==> src/rtl/reg_file_wr_ctrl.sv <==
// Write-side initiator: serialises a masked WIDTH-bit word into one-bit write strobes.
// Optional readback compare of the written word is enabled by defining READBACK_CHECK_EN.
module reg_file_wr_ctrl #(
  parameter int WIDTH  = 2,
  parameter int ADDR_W = 1
) (
  input  logic              clock,
  input  logic              reset_n,
  input  logic              in_valid,
  output logic              in_ready,
  input  logic [WIDTH-1:0]  in_data,
  input  logic [WIDTH-1:0]  in_mask,
  output logic              r_d_wen_out,
  output logic [ADDR_W-1:0] r_d_waddr_out,
  output logic              d_out,
  output logic              busy,
`ifdef READBACK_CHECK_EN
  input  logic [WIDTH-1:0]  a_in,
  output logic              err,
`endif
  output logic              done
);

`ifdef READBACK_CHECK_EN
  typedef enum logic [1:0] {IDLE, WRITE, CHECK, DONE} state_t;
`else
  typedef enum logic [1:0] {IDLE, WRITE, DONE} state_t;
`endif

  localparam logic [ADDR_W-1:0] LAST_IDX = ADDR_W'(WIDTH - 1);

  state_t            state_reg, state_next;
  logic [ADDR_W-1:0] idx_reg, idx_next;
  logic [WIDTH-1:0]  data_reg, data_next;
  logic [WIDTH-1:0]  mask_reg, mask_next;
`ifdef READBACK_CHECK_EN
  logic              err_reg, err_next;
  logic [WIDTH-1:0]  mismatch;

  for (genvar gi = 0; gi < WIDTH; gi++) begin : g_cmp
    assign mismatch[gi] = (a_in[gi] ^ data_reg[gi]) & mask_reg[gi];
  end
`endif

  always_ff @(posedge clock or negedge reset_n) begin
    if (!reset_n) begin
      state_reg <= IDLE;
      idx_reg   <= '0;
      data_reg  <= '0;
      mask_reg  <= '0;
`ifdef READBACK_CHECK_EN
      err_reg   <= 1'b0;
`endif
    end else begin
      state_reg <= state_next;
      idx_reg   <= idx_next;
      data_reg  <= data_next;
      mask_reg  <= mask_next;
`ifdef READBACK_CHECK_EN
      err_reg   <= err_next;
`endif
    end
  end

  always_comb begin
    state_next = state_reg;
    idx_next   = idx_reg;
    data_next  = data_reg;
    mask_next  = mask_reg;
`ifdef READBACK_CHECK_EN
    err_next   = err_reg;
`endif
    case (state_reg)
      IDLE: begin
        if (in_valid) begin
          data_next  = in_data;
          mask_next  = in_mask;
          idx_next   = '0;
          state_next = WRITE;
        end
      end
      WRITE: begin
        if (idx_reg == LAST_IDX) begin
`ifdef READBACK_CHECK_EN
          state_next = CHECK;
`else
          state_next = DONE;
`endif
        end else begin
          idx_next = idx_reg + ADDR_W'(1);
        end
      end
`ifdef READBACK_CHECK_EN
      CHECK: begin
        err_next   = |mismatch;
        state_next = DONE;
      end
`endif
      DONE: begin
        state_next = IDLE;
      end
      default: state_next = IDLE;
    endcase
  end

  // Outputs decode registered state only, so nothing from the inputs reaches them.
  always_comb begin
    in_ready      = (state_reg == IDLE);
    busy          = (state_reg != IDLE);
    done          = (state_reg == DONE);
    r_d_wen_out   = 1'b0;
    r_d_waddr_out = '0;
    d_out         = 1'b0;
`ifdef READBACK_CHECK_EN
    err           = (state_reg == DONE) & err_reg;
`endif
    if (state_reg == WRITE) begin
      r_d_waddr_out = idx_reg;
      d_out         = data_reg[idx_reg];
      r_d_wen_out   = mask_reg[idx_reg];
    end
  end

endmodule
==> config.mk <==
export PLATFORM = sky130hd
export DESIGN_NAME = reg_file_wr_ctrl
export DESIGN_NICKNAME = d
export VERILOG_FILES = /design/src/rtl/reg_file_wr_ctrl.sv
export SDC_FILE = /design/constraint.sdc
export NUM_CORES = 1
export LEC_CHECK = 0
export BUFFER_PORTS_ARGS = -buffer_cell sky130_fd_sc_hd__clkbuf_2
export CAP_MARGIN = 20
export CORE_AREA = 5 5 42 44
export CTS_CLUSTER_DIAMETER = 50
export CTS_CLUSTER_SIZE = 12
export DETAILED_ROUTE_END_ITERATION = 16
export DIE_AREA = 0 0 47 49
export RECOVER_POWER = 50
export SYNTH_ARGS = -nofsm -noshare
export SYNTH_HDL_FRONTEND = slang
export SYNTH_SLANG_ARGS = --single-unit
==> constraint.sdc <==
create_clock -name clock -period 1.4 [get_ports clock]
set_clock_uncertainty 0.2 [all_clocks]
set_input_delay 0.28 -clock clock [delete_from_list [all_inputs] [get_ports clock]]
set_output_delay 0.28 -clock clock [all_outputs]
set_load 0.01 [all_outputs]
==> Word-level counts from Yosys, hierarchy flattened <==
Index checks and enable logic that the tools add are counted.
{ "totals": {"regBits": 7, "latchBits": 0, "ram_bits": 0, "mem_bits_ro": 0, "output_inout_bits": 6, "wordCells": 29, "memories": 0} }
{ "classes": {"add_sub_neg": 1, "multipliers": 0, "n_div": 0, "n_lt_le_gt_ge": 1, "eq_ne": 4, "shifts": 0, "mux": 13, "bitwise_logic": 0, "reduce_logical": 6} }
{ "ops": {"columns": ["op", "count"], "rows": [
  ["$mux 1", 9],
  ["$reduce_and 2->1", 3],
  ["$mux 2", 2],
  ["$ne 2x2->1 const B", 2],
  ["$pmux 2 s2", 1],
  ["$reduce_bool 2->1", 2],
  ["$eq 2x1->1 const B", 1],
  ["$eq 2x2->1 const B", 1],
  ["$logic_not 2->1", 1],
  ["$lt 1x2->1 const B", 1],
  ["$pmux 1 s2", 1],
  ["$add 1x1->1 const B", 1]
]} }

==> Longest topological paths before layout <==
{ "logic_depth": {"depth_word": 3, "depth_mapped": 2, "depth_no_buf": 2} }

==> Worst setup path before layout <==
Ideal clock, no wire load.
{ "synth_timing": {"path_kind": "register to register", "start": "reg state_reg[1]", "end": "reg data_reg[0]", "setup_ns": 0.125, "arrival_time_ns": 1.023, "required_time_ns": 1.075, "path_slack_ns": 0.052, "path_stages_with_launch": 3, "n_path_buf": 0, "synth_period_minus_slack_ns": 1.348, "path_cell_list": "dfrtp_1 nor3b_4 mux2_2"} }
{ "synth_via": {"elab_chain_len": 2} }
{ "synth_lines": {"columns": ["item", "line", "source"], "rows": [
  ["start: declaration", "32", "state_t state_reg, state_next;"],
  ["start signal: assignment", "55", "state_reg <= state_next;"],
  ["$logic_not 2->1", "73", "case (state_reg)"],
  ["$reduce_and 2->1 (no source line)", null, null],
  ["end signal: assignment", "57", "data_reg <= data_next;"],
  ["end: declaration", "34", "logic [WIDTH-1:0] data_reg, data_next;"]
]} }
Every way passes these cells.
A chain may end at the register's enable or synchronous reset.

==> Worst setup path in the final report <==
{ "layout_timing": {"start": "reg state_reg[1]", "end": "reg data_reg[1]"} }
Same word-level chain as after synthesis.

==> metrics.txt <==
Cells after DPL 58; layout cells sized above 1 0.585; count leader, synth dfrtp_1; r2r worst-path depth 3; Port Buf Inserts 12; pwr dens 2430 nW/um2; CP delay by family, top flip-flops; flop2flop setup slack -0.15 ns; Avg Cell Area, Syn 11.7 um2; Die Y between 40 and 50 um; Worst setup SP type flop; hold crit path type input port to flop; final setup fails 10; RSZ-0062 raised after global routing true; Post-Synth XOR/XNOR Area 0; wire length on met2 330 um; slowest stage cell on the critical path dfrtp_1; Area Growth Syn to Fin 66.8%; Max Freq around 0.64 GHz; Final Routed Wirelength roughly 730 um; maximum clock insertion buffer count 2; CTS Root Buffer Type clkbuf_4; Hold Path Depth 2; die width about 47 um; CP arrival between 1 and 1.5 ns; largest family of logic cells by synthesized area simple AND/OR/NAND/NOR gates; fin crit period roughly 1.6 ns; Lkg Pwr around 0.28 nW; post-synthesis mux area share 0.198; setup TNS -1.18 ns; Crit path required time between 1 and 1.5 ns; CP Capture Type flop; Most used DFF post-synth dfrtp_1; layout net count slightly above 60; outcome finished with violations; asr flop ratio synth 1.00; register area share after synthesis 0.534; reg2reg start state_reg[1]$_DFFE_PN0P_; Final Instance Count excl. Fillers 69; WL met3 85 um; hold path endpoint mask_reg[1]$_DFFE_PN0P_; fin area ~550 um2; initial antenna violation count 0; Final ANT Viol Nets 0; I/O pin total 13; cts bufs inserted 3; DP Area approximately 420 um2; antenna cell count 0; H-tree level count 1; 1st-iter DRT viols 2; CTS tree built; EDFF count, synth 0; Vias between 300 and 400; FF-to-FF End data_reg[1]$_DFFE_PN0P_; Core Area approximately 1400 um2; min-delay src in_mask[1]; grt total ovfl 0; period utilization 1.11; # clock sinks 7; GRT Total Usage 0.0814; largest net degree at the start of global routing 8; DRT Pass-1 Iters 4; maximum VDD drop around 960 uV; Slew HR 0.737; CP max stage delay roughly 0.40 ns; Synth area leader dfrtp_1; Final GP Congestion between 0.6 and 0.7; post-synthesis simple-gate area fraction 0.214; Synth Area in Compound Gates 0.0305; Distinct cells, synth 11; Mapped Cells 28; failing checks negative setup slack; Synth Net Count 35; WP buf/inv 1; Mapped Area 328 um2; Residual DRC 0; final core utilization 0.390; area share of the largest cell type after synthesis 0.534; Max Cap Violations 0; Met1 Wirelength 294 um; vias in the first global route around 300; CP Class flop to flop; crit-path cells buf_4 -> nor3b_4 -> mux2_2; top cells by count, synth dfrtp_1, nor2_1, mux2_2, nand2b_1; Fin. Hold Viols 0; Vias per Instance 4.36; clock transition at the registers of the reported paths 0.05 ns; Max Fanout on Critical Path 4; first-pass GRT wire length roughly 1300 um; Worst Tran Pin Value ~0.4 ns; top cells by area, synth dfrtp_1, mux2_2, mux2i_1; die area ~2300 um2; cell row count 14; HPWL after DPL approximately 540 um; YS warnings 0; final setup margin -0.152 ns; Initial Utilization 0.234; Adder-Cell Fraction of Synth Area 0; DR top layer met4; Clock Latency Late Sink ~0.25 ns; FF+latch count, synth 7; max-slew violation count 0; DR WL/cell 10.6 um
[cell usage in the layout, fill, tap and decap left out]
master,instances
a21oi_1,1
and2b_1,1
buf_2,2
buf_4,5
buf_6,4
clkbuf_1,2
clkbuf_2,8
clkbuf_4,3
dfrtp_1,6
dfrtp_2,1
dlygate4sd3_1,1
inv_1,2
mux2_2,2
mux2_4,2
mux2i_1,2
nand2b_1,2
nand2b_4,1
nor2_1,3
nor2_2,1
nor2_4,1
nor2b_1,1
nor3b_4,1
o21ai_0,1
[worst register-to-register path, stage by stage (launching register included)]
cell and delay (ns):
dfrtp_1 0.40, buf_4 0.15, nor3b_4 0.32, mux2_2 0.37
[routing by layer]
layer,up-vias,GRT usage
met4,0,0.0553
li1,143,-
met5,-,0
met2,17,0.113
met3,4,0.0369
met1,137,0.0962
[kinds of logic after synthesis]
group	count (synthesis)
AND/OR/NAND/NOR	11
flip-flops	7
multiplexers	6
AO/OA/AOI/OAI	2
buffers and inverters	2
[final cells by class]
type / count / area, um2
repair buffers: 21 / 146
inverters: 2 / 7.51
flip-flops and latches: 7 / 176
well taps: 16 / 20.0
clock buffers: 4 / 26.3
fillers: 150 / 855
multi-input cells: 19 / 170
[metrics by stage]
| step | worst slack [ns] | hold WS (ns) | power (mW) |
|---|---|---|---|
| 3_3_place_gp | 0.0147 | -0.0716 | 0.877 |
| 2_1_floorplan | 0.0524 | -0.216 | 0.687 |
| 6_report | -0.152 | 0.0648 | 1.33 |
| 5_1_grt | -0.205 | 0.0618 | 1.44 |
| 4_1_cts | -0.143 | 0.0538 | 1.27 |
| 3_5_place_dp | 0.00226 | -0.0692 | 0.883 |
[how the worst max path moves through the flow]
stage                             startpoint                 endpoint  slack, ns  depth (start not counted)
floorplan           state_reg[1]$_DFFE_PN0P_  data_reg[0]$_DFFE_PN0P_       0.05                          2
global placement    state_reg[1]$_DFFE_PN0P_  mask_reg[0]$_DFFE_PN0P_       0.01                          2
detailed placement  state_reg[1]$_DFFE_PN0P_  data_reg[0]$_DFFE_PN0P_      0.002                          2
CTS                      idx_reg$_DFFE_PN0P_                    d_out      -0.14                          3
global route        state_reg[1]$_DFFE_PN0P_              r_d_wen_out      -0.21                          3
finish              state_reg[1]$_DFFE_PN0P_  data_reg[1]$_DFFE_PN0P_      -0.15                          3
[power by group]
| group | leakage (nW) | internal (mW) | switching, mW | total [mW] |
|---|---|---|---|---|
| Sequential | 0.0827 | 0.308 | 0.0768 | 0.385 |
| Clock | 0.0150 | 0.109 | 0.0717 | 0.180 |
| Combinational | 0.180 | 0.458 | 0.305 | 0.763 |
| Total | 0.278 | 0.874 | 0.453 | 1.33 |
[timing repair]
action,CTS,global route
resized for setup,8,6
pin swaps,1,1
hold endpoints to repair,7,0
setup endpoints to repair,9,10
buffers inserted,5,1
gates cloned,0,0
hold buffers,1,0
Note: power is estimated with default switching activity, not from simulation.
